`config.mk`:
```
export PLATFORM = sky130hd
export DESIGN_NAME = dds_rom_reader
export DESIGN_NICKNAME = d
export VERILOG_FILES = /design/src/rtl/dds_pkg.sv /design/src/rtl/dds_vld_pipe.sv /design/src/rtl/dds_rom_reader.sv
export SDC_FILE = /design/constraint.sdc
export NUM_CORES = 1
export LEC_CHECK = 0
export CAP_MARGIN = 5
export CORE_MARGIN = 10
export CORE_UTILIZATION = 50
export DETAILED_ROUTE_END_ITERATION = 10
export PLACE_DENSITY = 0.76
export SYNTH_ARGS = -nofsm -noshare
export SYNTH_HDL_FRONTEND = slang
export SYNTH_SLANG_ARGS = --single-unit
export TNS_END_PERCENT = 50
```
`constraint.sdc`:
```
create_clock -name clk -period 2.6 [get_ports clk]
set_input_delay 0.52 -clock clk [delete_from_list [all_inputs] [get_ports clk]]
set_output_delay 0.52 -clock clk [all_outputs]
set_load 0.1 [all_outputs]
```
`src/rtl/dds_pkg.sv`:
```
// Shared definitions for the DDS ROM reader: FSM states, ROM latency and DA midscale helpers.
package dds_pkg;

    typedef enum logic [1:0] {
        ST_IDLE  = 2'd0,
        ST_RUN   = 2'd1,
        ST_DRAIN = 2'd2
    } dds_state_e;

    // Read latency of the external waveform ROM, with or without its output register.
    function automatic int dds_rom_latency(input int out_reg);
        return 1 + out_reg;
    endfunction

    // Offset-binary zero code for a DA of the given width.
    function automatic int unsigned dds_midscale(input int dw);
        return 32'd1 << (dw - 1);
    endfunction

endpackage

```
`src/rtl/dds_vld_pipe.sv`:
```
// Valid-bit delay line that follows issued ROM addresses through the ROM read latency.
module dds_vld_pipe #(
    parameter int DEPTH = 1
) (
    input  logic clk,
    input  logic rst_n,
    input  logic vld_i,
    output logic vld_o,
    output logic empty_o
);

    logic [DEPTH-1:0] vld_q;

    always_ff @(posedge clk or negedge rst_n) begin
        if (!rst_n) begin
            vld_q <= '0;
        end else begin
            vld_q[0] <= vld_i;
            for (int k = 1; k < DEPTH; k++) begin
                vld_q[k] <= vld_q[k-1];
            end
        end
    end

    assign vld_o   = vld_q[DEPTH-1];
    assign empty_o = ~|vld_q;

endmodule

```
`src/rtl/dds_rom_reader.sv`:
```
// Phase-accumulator DDS front end: walks a waveform ROM and forwards the samples to a DA.
module dds_rom_reader
    import dds_pkg::*;
#(
    parameter int ADDR_WIDTH  = 10,
    parameter int DATA_WIDTH  = 10,
    parameter int PHASE_WIDTH = 32,
    parameter int OUT_REG     = 0
) (
    input  logic                   clk,
    input  logic                   rst_n,
    input  logic                   start,
    input  logic                   stop,
    input  logic                   one_shot,
    input  logic [PHASE_WIDTH-1:0] freq_word,
    input  logic [ADDR_WIDTH-1:0]  phase_ofs,
    output logic [ADDR_WIDTH-1:0]  rom_addr,
    input  logic [DATA_WIDTH-1:0]  rom_rd_data,
    output logic [DATA_WIDTH-1:0]  da_data,
    output logic                   da_valid,
    output logic                   busy
);

    localparam int L = dds_rom_latency(OUT_REG);
    localparam logic [DATA_WIDTH-1:0] MIDSCALE = DATA_WIDTH'(dds_midscale(DATA_WIDTH));

    dds_state_e               state_q, state_d;
    logic [PHASE_WIDTH-1:0]   acc_q, acc_d;
    logic [PHASE_WIDTH-1:0]   fw_q, fw_d;
    logic [ADDR_WIDTH-1:0]    ofs_q, ofs_d;
    logic                     os_q, os_d;
    logic [ADDR_WIDTH-1:0]    addr_q, addr_d;
    logic                     addr_vld_q, addr_vld_d;
    logic [DATA_WIDTH-1:0]    da_q, da_d;
    logic                     da_vld_q, da_vld_d;
    logic [PHASE_WIDTH:0]     sum;
    logic                     pipe_vld;
    logic                     pipe_empty;

    // The extra MSB is the wrap carry that ends a one-shot pass.
    assign sum = {1'b0, acc_q} + {1'b0, fw_q};

    always_comb begin
        state_d    = state_q;
        acc_d      = acc_q;
        fw_d       = fw_q;
        ofs_d      = ofs_q;
        os_d       = os_q;
        addr_d     = addr_q;
        addr_vld_d = 1'b0;
        case (state_q)
            ST_IDLE: begin
                if (start && !stop) begin
                    state_d = ST_RUN;
                    fw_d    = freq_word;
                    ofs_d   = phase_ofs;
                    os_d    = one_shot;
                    acc_d   = '0;
                end
            end
            ST_RUN: begin
                if (stop) begin
                    state_d = ST_DRAIN;
                end else begin
                    addr_d     = acc_q[PHASE_WIDTH-1 -: ADDR_WIDTH] + ofs_q;
                    addr_vld_d = 1'b1;
                    acc_d      = sum[PHASE_WIDTH-1:0];
                    if (os_q && sum[PHASE_WIDTH]) begin
                        state_d = ST_DRAIN;
                    end
                end
            end
            ST_DRAIN: begin
                // Wait until every issued address has come back as a DA sample.
                if (pipe_empty && !addr_vld_q) begin
                    state_d = ST_IDLE;
                end
            end
            default: state_d = ST_IDLE;
        endcase
    end

    assign da_vld_d = pipe_vld;
    assign da_d     = pipe_vld ? rom_rd_data : MIDSCALE;

    always_ff @(posedge clk or negedge rst_n) begin
        if (!rst_n) begin
            state_q    <= ST_IDLE;
            acc_q      <= '0;
            fw_q       <= '0;
            ofs_q      <= '0;
            os_q       <= 1'b0;
            addr_q     <= '0;
            addr_vld_q <= 1'b0;
            da_q       <= MIDSCALE;
            da_vld_q   <= 1'b0;
        end else begin
            state_q    <= state_d;
            acc_q      <= acc_d;
            fw_q       <= fw_d;
            ofs_q      <= ofs_d;
            os_q       <= os_d;
            addr_q     <= addr_d;
            addr_vld_q <= addr_vld_d;
            da_q       <= da_d;
            da_vld_q   <= da_vld_d;
        end
    end

    dds_vld_pipe #(
        .DEPTH(L)
    ) u_vld_pipe (
        .clk    (clk),
        .rst_n  (rst_n),
        .vld_i  (addr_vld_q),
        .vld_o  (pipe_vld),
        .empty_o(pipe_empty)
    );

    assign rom_addr = addr_q;
    assign da_data  = da_q;
    assign da_valid = da_vld_q;
    assign busy     = (state_q != ST_IDLE);

endmodule

```
==> flow_metrics.tcl, run 1 <==
set metrics [dict create \
    synth_area_leader_cell "dfrtp_1" \
    p_sw_mw 4.75 \
    root_buffer "clkbuf_8" \
    p_comb_share_pct 64.5 \
    slew_viol_final 0 \
    hold_class "input port to asynchronous set/reset pin" \
    synth_top_area_share_pct 44.3 \
    die_width_um 126 \
    cts.sinks 100 \
    arrival_ps 2900 \
    core-area_mm2 0.0109 \
    dp_hpwl_um 9750 \
    synth_edf_count 0 \
    antenna_found_initial 0 \
    crit_type "flip-flop to flip-flop" \
    irDropWorstVdd_mv 1.19 \
    drive_gt1_share_pct 23.9 \
    synth_cell_types 54 \
    p_seq_share_pct 26.7 \
    routed_wl_um 13200 \
    max-clock-path-buffers 2 \
    cellLeakagePower_nw 3.22 \
    critical_path.startpoint "fw_q[5]" \
    cts_buffers 9 \
    rr_startpoint "fw_q[5]" \
    final_common_cell "dfrtp_1" \
    synthSimpleGateAreaFrac_pct 11.8 \
    ys_top_cells_by_area "dfrtp_1, ha_1, mux2_2, nand2_1, o21ai_0" \
    gp_congestion 0.923 \
    diodes 0 \
    grt_pass1_wl_um 21800 \
    synth_top_family_by_area "compound AO/OA/AOI/OAI gates" \
    ff2ff_path_depth 10 \
    stdcell_count 796 \
    worst_pin_slew_ps 619 \
    setup_viol 0 \
    worst_slew_margin_rel_pct 58.7 \
    finalClockSkew_ps 14.6 \
    fp-row-count 38 \
    syn-num-nets 643 \
    die_h_um 126 \
    yosys_warnings 0 \
    grt_pass1_vias 4525 \
    switching_share_pct 46.7 \
    pwr-share-clk_pct 8.8 \
    io_pins 79 \
    p_int_mw 5.42 \
    avgRoutedWirePerCell_um 16.5 \
    ctsHtreeMaxLevel 3 \
    synthAdderAreaFrac_pct 9.88 \
    cts.clk_slew.worst_paths_ps 90 \
    viasPerCell 5.61 \
    grt_usage_pct 16.3 \
    drv_cap 0 \
    placed_cells 776 \
    synth-main-ff-cell "dfrtp_1" \
    layout_common_cells "dfrtp_1, buf_4, nand2_1" \
    cp-end-kind "flip-flop" \
    critPathRequiredTime_ps 2910 \
    clock_latency_ps 380 \
    muxShareOfSynthArea_pct 8.45 \
    synth_xor_area_share_pct 5.32 \
    start_kind "flip-flop" \
    post-route-min-period_ps 2590 \
    syn_area_per_cell_um2 10.3 \
    hold_viol_final 0 \
    fillers 848 \
    cts_tree "built" \
    vias 4465 \
    num-nets-final 752 \
    r2r_setup_slack_ps 10 \
    start_util_pct 51.4 \
    overflow 0 \
    yosys_register_bits 100 \
    critPathMaxFanout 4 \
    numPortBuffers 78 \
    final_core_util_pct 65.4 \
    syn-cell-area_mm2 0.00560 \
    drt_pre_antenna_iters 4 \
    syn_inst 543 \
    synth_compound_area_share_pct 17.3 \
    outcome "finished, final reports clean" \
    synthArstFlopShare_pct 100 \
    seq_area_frac_synth_pct 44.7 \
    fmax_mhz 386 \
    p_per_area_mw_per_mm2 1430 \
    drt_iter0_markers 343 \
    die_area_mm2 0.0158 \
    postRouteAntennaNets 0 \
    reg2reg_to "state_q[1]" \
    area_delta_synth_final_pct 27.3 \
    period_share_pct 99.6 \
    drc_errors 0 \
    grt_max_degree 52 \
    grt_setup_unrepaired "yes" \
]
## per-layer routing
metal	wire [um]	global-route usage, %	up-vias
met5	0	0	-
met4	126	4.55	0
met3	792	5.12	12
met2	6290	26.7	112
met1	5960	20.3	2167
li1	-	-	2174
## layout make-up
type	instances	area (um2)	area share (%)
clock buffers	11	141	1.98
clock inverters	4	26.3	0.369
inverters	14	52.6	0.737
multi-input cells	408	3170	44.4
flip-flops and latches	100	2500	35.1
well taps	140	175	2.46
repair buffers	119	1060	14.9
## stage by stage
step / TNS, ps / hold WS, ps / setup WS (ps) / total power, mW / instance area [um2]
global route: -431 / 179 / -100 / 11.0 / 7130
global placement: -21.3 / 361 / -21.3 / 8.56 / 6710
floorplan: 0 / 224 / 8.97 / 7.11 / 5600
CTS: 0 / 157 / 11.2 / 9.79 / 6930
detailed placement: -340 / 368 / -106 / 8.78 / 6710
finish: 0 / 148 / 9.77 / 10.2 / 7130
## synth_stat cells (11+ instances only)
| library cell | n |
|---|---|
| a211oi_1 | 11 |
| a21o_1 | 12 |
| a21oi_1 | 34 |
| clkbuf_1 | 16 |
| dfrtp_1 | 99 |
| ha_1 | 41 |
| inv_1 | 14 |
| mux2_2 | 42 |
| nand2_1 | 58 |
| nor2_1 | 24 |
| nor3_1 | 11 |
| o21ai_0 | 43 |
| xnor2_1 | 14 |
| xor2_1 | 20 |
## state kept, by name, summed over array words and instances, names as in the netlist, 2 cells and up
signal / count
ofs_q: 10
da_data: 10
fw_q: 32
rom_addr: 10
acc_q: 32
state_q: 2
## what timing repair did
item	in CTS	in global routing
endpoints found under the setup margin	9	12
cloned	0	0
hold buffers	0	0
setup buffers	0	5
pin swaps	4	22
resized for setup	7	27
## power groups by stage
stage	clock (mW)	combinational, mW	sequential (mW)
finish	0.895	6.56	2.72
global route	0.987	7.17	2.81
CTS	0.922	6.16	2.71
detailed placement	0	6.05	2.73
global placement	0	5.86	2.69
floorplan	0	3.91	3.20
## cell families (layout without fill, tap and decap cells)
| logic type | count (synthesis) | count (layout) |
|---|---|---|
| muxes | 42 | 42 |
| adders and majority gates | 43 | 43 |
| buffers and inverters | 35 | 148 |
| xor gates and xnor gates | 34 | 34 |
| DFF | 100 | 100 |
| and+or+nand+nor | 141 | 141 |
| AOI/OAI and AO/OA | 148 | 148 |
## critical path, cell delays in order, from the launching register on
cell and delay (ps):
dfrtp_1 430, ha_4 310, o21a_1 110, o21a_1 190, o221ai_4 150, buf_6 140
or4_4 430, a31oi_4 200, o22ai_4 110, o311ai_4 290, o2bb2ai_1 150
## how the worst max path moves through the flow
stage | to | slack (ps)
after detailed placement | acc_q[18] | -110
after CTS | state_q[1] | 10
after global routing | acc_q[30] | -100
final | state_q[1] | 10
after global placement | acc_q[30] | -20
after floorplan | acc_q[26] | 9
No activity file was read; power rests on OpenSTA's default activity.
==> run 2: changes to the inputs <==
--- a/config.mk
+++ b/config.mk
@@ -8,8 +8,10 @@
 export CAP_MARGIN = 5
 export CORE_MARGIN = 10
 export CORE_UTILIZATION = 50
+export CTS_CLUSTER_DIAMETER = 200
 export DETAILED_ROUTE_END_ITERATION = 10
 export PLACE_DENSITY = 0.76
+export SETUP_SLACK_MARGIN = 0.15
 export SYNTH_ARGS = -nofsm -noshare
 export SYNTH_HDL_FRONTEND = slang
 export SYNTH_SLANG_ARGS = --single-unit
==> run 2 against run 1 <==
Worst setup slack gained 61 ps. Clock skew grew 3.8 ps. Critical path depth grew 1. Die area is the same. Count of clock-buffer cells in the layout shrank 1. First-iteration DRC count shrank 1.5%. Sequential share of layout area grew 0.36 points. Critical path type unchanged. Critical endpoint is now acc_q[22].
==> flow_metrics.tcl, run 2 (synthesized netlist as in run 1, its figures left out) <==
set metrics [dict create \
    cp_top_family "compound AO/OA/AOI/OAI gates" \
    grt_usage_pct 16.1 \
    gp_congestion 0.877 \
    p_per_area_mw_per_mm2 1450 \
    drv_cap 0 \
    dpl-instance-area_mm2 0.00660 \
    setup_viol 0 \
    drc_errors 0 \
    cts.sinks 100 \
    worst_slew_margin_rel_pct 42.8 \
    finalClockSkew_ps 18.4 \
    diodes 0 \
    area_delta_synth_final_pct 26.0 \
    start_util_pct 51.4 \
    root_buffer "clkbuf_8" \
    vias 4355 \
    antenna_found_initial 0 \
    arrival_ps 2780 \
    crit_type "flip-flop to flip-flop" \
    grt_setup_unrepaired "yes" \
    final_common_cell "dfrtp_1" \
    die_area_mm2 0.0158 \
    overflow 0 \
    grt_pass1_wl_um 21700 \
    irDropWorstVdd_mv 0.905 \
    slowest_stage "dfrtp_1" \
    numPortBuffers 78 \
    layout_common_cells "dfrtp_1, nand2_1, clkdlybuf4s50_1" \
    cts_buffers 9 \
    post-route-min-period_ps 2530 \
    grt_pass1_vias 4589 \
    cellLeakagePower_nw 3.16 \
    viasPerCell 5.57 \
    outcome "finished, final reports clean" \
    reg_top3 "acc_q (32), fw_q (32)" \
    cts_tree "built" \
    drt_iter0_markers 338 \
    die_width_um 126 \
    cts.clk_slew.worst_paths_ps 100 \
    clock_latency_ps 380 \
    fillers 859 \
    ctsHtreeMaxLevel 3 \
    drive_gt1_share_pct 23.4 \
    core-area_mm2 0.0109 \
    die_h_um 126 \
    num-nets-final 737 \
    crit_path_cell_trace "ha_2 > fa_2 > a211oi_2 > nor2_2 > o221ai_4 > o31ai_4 > a211oi_2 > buf_4 > buf_4 > xor2_2 > o21ai_1" \
    hold_class "input port to asynchronous set/reset pin" \
    critPathRequiredTime_ps 2850 \
    cp-end-kind "flip-flop" \
    start_kind "flip-flop" \
    period_share_pct 97.3 \
    hold_viol_final 0 \
    fmax_mhz 395 \
    drt_pre_antenna_iters 4 \
    postRouteAntennaNets 0 \
    avgRoutedWirePerCell_um 16.4 \
    fp-row-count 38 \
    grt_max_degree 48 \
    rr_startpoint "acc_q[0]" \
    cp_slowest_stage_delay_ps 390 \
    routed_wl_um 12900 \
    slew_viol_final 0 \
    io_pins 79 \
    worst_pin_slew_ps 854 \
    max-clock-path-buffers 2 \
    postLayoutCellArea_mm2 0.00705 \
    tns_ps 0 \
    critical_path.startpoint "acc_q[0]" \
    dp_hpwl_um 9450 \
    cp_num_buf_inv 2 \
    critPathMaxFanout 5 \
]
## run 2: cell count changes in the layout (fill, tap and decap cells not counted), sizes merged
cell	change
clkinvlp	+1
buf	-15
inv	+2
clkinv	-3
bufinv	+2
clkbuf	-1
## run 2: metrics by stage
step                total power, mW  setup slack (ps)  utilization [%]  std cells  hold slack [ps]
floorplan                      7.14               181                -        543              224
global placement               8.38              62.8             60.6        760              361
detailed placement             8.57             -26.0             60.6        760              355
CTS                            10.0               110             64.2        780             86.1
global route                   11.0             -89.1             64.8        782              112
finish                         10.2              71.0             64.8        782             95.1
## run 2: layer usage
layer  up-vias  global-route usage (%)  routed length, um  part of all wire (%)
met4         0                    5.96                255                   2.0
met3        24                    3.78                605                   4.7
met5         -                       0                  0                     0
met2       103                    26.3               5980                    46
li1       2153                       -                  -                     -
met1      2075                    20.4               6020                    47
## run 2: cell type report
cell class / count / area, um2 / area share [%]
timing repair buffer: 104 / 931 / 13.2
multi-input combinational: 408 / 3170 / 44.9
tap: 140 / 175 / 2.48
clock buffer: 10 / 128 / 1.81
sequential: 100 / 2500 / 35.5
clock inverter: 6 / 95.1 / 1.35
inverter: 14 / 52.6 / 0.745
## run 2: path summary, 6_finish.rpt
kind,end,slack [ps],cells past startpoint
max,acc_q[22],70,11
min,da_data[5],100,1
max reg2reg,acc_q[22],70,11
min reg2reg,u_vld_pipe.vld_o,380,0
max in group asynchronous,acc_q[16],1830,2
min in group clk,u_vld_pipe.vld_o,380,0
## run 2: timing repair
action	4_1_cts	5_1_grt
setup endpoints to repair	14	17
setup buffers	4	2
hold buffers	0	0
resized for setup	17	12
cloned	0	0
pin swaps	7	5
## run 2: where the power goes
part	total, mW	switching, mW	internal (mW)
clock network	1.11	0.559	0.552
logic	6.35	3.63	2.72
registers	2.74	0.513	2.23
==> run 3: changes to the inputs <==
--- a/config.mk
+++ b/config.mk
@@ -6,8 +6,10 @@
 export NUM_CORES = 1
 export LEC_CHECK = 0
 export CAP_MARGIN = 5
+export CELL_PAD_IN_SITES_DETAIL_PLACEMENT = 0
+export CELL_PAD_IN_SITES_GLOBAL_PLACEMENT = 2
 export CORE_MARGIN = 10
-export CORE_UTILIZATION = 50
+export CORE_UTILIZATION = 32
 export CTS_CLUSTER_DIAMETER = 200
 export DETAILED_ROUTE_END_ITERATION = 10
 export PLACE_DENSITY = 0.76
==> run 3 against run 2 <==
Register-to-register slack gained 40 ps. First-iteration DRC count shrank 45%. Wire length grew 10%. Worst hold slack gained 89 ps. Largest power group unchanged. Highest routed layer unchanged.
==> flow_metrics.tcl, run 3 (synthesized netlist as in run 1, its figures left out) <==
set metrics [dict create \
    drv_cap 0 \
    reg_top3 "acc_q (32), fw_q (32)" \
    period_share_pct 95.8 \
    slew_viol_final 0 \
    drc_errors 0 \
    grt_usage_pct 12.3 \
    routed_wl_um 14200 \
    worst_pin_slew_ps 632 \
    grt_pass1_vias 4585 \
    finalClockSkew_ps 7.63 \
    p_seq_share_pct 25.4 \
    p_sw_mw 4.85 \
    p_total_mw 10.8 \
    cp_slowest_stage_delay_ps 390 \
    cellLeakagePower_nw 3.30 \
    placed_cells 856 \
    p_per_area_mw_per_mm2 1440 \
    start_util_pct 32.5 \
    numPortBuffers 78 \
    post-route-min-period_ps 2490 \
    dpl-instance-area_mm2 0.00684 \
    layout_common_cells "dfrtp_1, buf_4, nand2_1" \
    fp-row-count 48 \
    ctsHtreeMaxLevel 3 \
    outcome "finished, final reports clean" \
    drive_gt1_share_pct 26.3 \
    final_common_cell "dfrtp_1" \
    overflow 0 \
    hold_class "input port to asynchronous set/reset pin" \
    num-nets-final 754 \
    max-clock-path-buffers 2 \
    p_comb_share_pct 61.7 \
    cp_top_family "compound AO/OA/AOI/OAI gates" \
    diodes 0 \
    avgRoutedWirePerCell_um 16.1 \
    critical_path.startpoint "acc_q[0]" \
    io_pins 79 \
    core-area_mm2 0.0172 \
    crit_path_cell_trace "ha_2 > fa_2 > a211oi_2 > nor2_2 > o221ai_4 > o31ai_4 > a211oi_2 > buf_4 > o41ai_2 > xnor2_1 > o21ai_1" \
    die_width_um 152 \
    rr_startpoint "acc_q[0]" \
    cts.clk_slew.worst_paths_ps 70 \
    cts_tree "built" \
    irDropWorstVdd_mv 0.716 \
    path_common_cell "a211oi_2" \
    postLayoutCellArea_mm2 0.00750 \
    p_int_mw 5.98 \
    reg2reg_to "acc_q[30]" \
    r2r_setup_slack_ps 110 \
    grt_pass1_wl_um 23500 \
    cts.sinks 100 \
    viasPerCell 4.93 \
    cts_buffers 9 \
    critPathRequiredTime_ps 2840 \
    vias 4358 \
    start_kind "flip-flop" \
    grt_setup_unrepaired "yes" \
    drt_iter0_markers 185 \
    final_core_util_pct 43.5 \
    hold_buffers 0 \
    switching_share_pct 44.8 \
    cp-end-kind "flip-flop" \
    crit_type "flip-flop to flip-flop" \
    arrival_ps 2730 \
    clock_latency_ps 360 \
    dp_hpwl_um 10300 \
    cp_num_buf_inv 1 \
    pwr-share-clk_pct 12.9 \
    fmax_mhz 401 \
    worst_slew_margin_rel_pct 57.9 \
    stdcell_count 884 \
    gp_congestion 0.860 \
    die_h_um 152 \
    die_area_mm2 0.0232 \
    setup_viol 0 \
    slowest_stage "dfrtp_1" \
    root_buffer "clkbuf_16" \
    hold_viol_final 0 \
    area_delta_synth_final_pct 34.0 \
    ff2ff_path_depth 11 \
    grt_max_degree 48 \
    postRouteAntennaNets 0 \
    critPathMaxFanout 3 \
    drt_pre_antenna_iters 4 \
    antenna_found_initial 0 \
]
-- run 3: changes by cell type in the layout (fill, tap and decap cells not counted), moves of 2 or more --
cell / before / now
buf_4: 48 / 60
ha_1: 33 / 30
a31oi_4: 0 / 2
clkbuf_16: 0 / 9
clkinv_2: 0 / 2
o21ai_1: 5 / 8
ha_2: 1 / 3
clkbuf_8: 9 / 2
buf_12: 1 / 5
o21ai_0: 41 / 38
-- run 3: worst max path at each step --
stage | end | slack (ps) | depth (start not counted)
3_5_place_dp | state_q[1] | -40 | 9
6_report | acc_q[30] | 110 | 11
2_1_floorplan | acc_q[26] | 180 | 10
5_1_grt | acc_q[30] | -40 | 11
3_3_place_gp | acc_q[30] | 30 | 11
4_1_cts | acc_q[30] | 50 | 11
-- run 3: area by class of cell --
cell class,instances,area [um2]
Fill cell,1672,9740
Multi-Input combinational cell,408,3240
Sequential cell,100,2500
Timing Repair Buffer,121,1110
Tap cell,225,282
Clock buffer,11,253
Clock inverter,5,58.8
Inverter,14,52.6
-- run 3: metrics by stage --
step	setup TNS (ps)	setup slack, ps	hold slack (ps)
2_1_floorplan	0	181	224
3_3_place_gp	0	31.0	356
3_5_place_dp	-81.1	-37.1	362
4_1_cts	0	46.1	204
5_1_grt	-127	-37.3	230
6_report	0	109	184
-- run 3: repair_timing --
action                                  CTS  global route
pin swaps                                11            15
buffers inserted                          8             4
endpoints found under the setup margin   12            20
gates resized for setup                  14            30
-- run 3: power groups by stage --
| stage | Combinational, mW | Clock, mW | Sequential, mW |
|---|---|---|---|
| 6_report | 6.69 | 1.40 | 2.75 |
| 3_3_place_gp | 6.04 | 0 | 2.70 |
| 5_1_grt | 7.39 | 1.51 | 2.85 |
| 3_5_place_dp | 6.07 | 0 | 2.74 |
| 2_1_floorplan | 3.94 | 0 | 3.20 |
| 4_1_cts | 6.34 | 1.45 | 2.73 |
-- run 3: metal layers --
layer | GRT usage, % | part of all wire (%)
met4 | 3.71 | 1.2
met2 | 20.1 | 48
met3 | 2.85 | 3.3
met5 | 0 | 0
met1 | 15.7 | 47
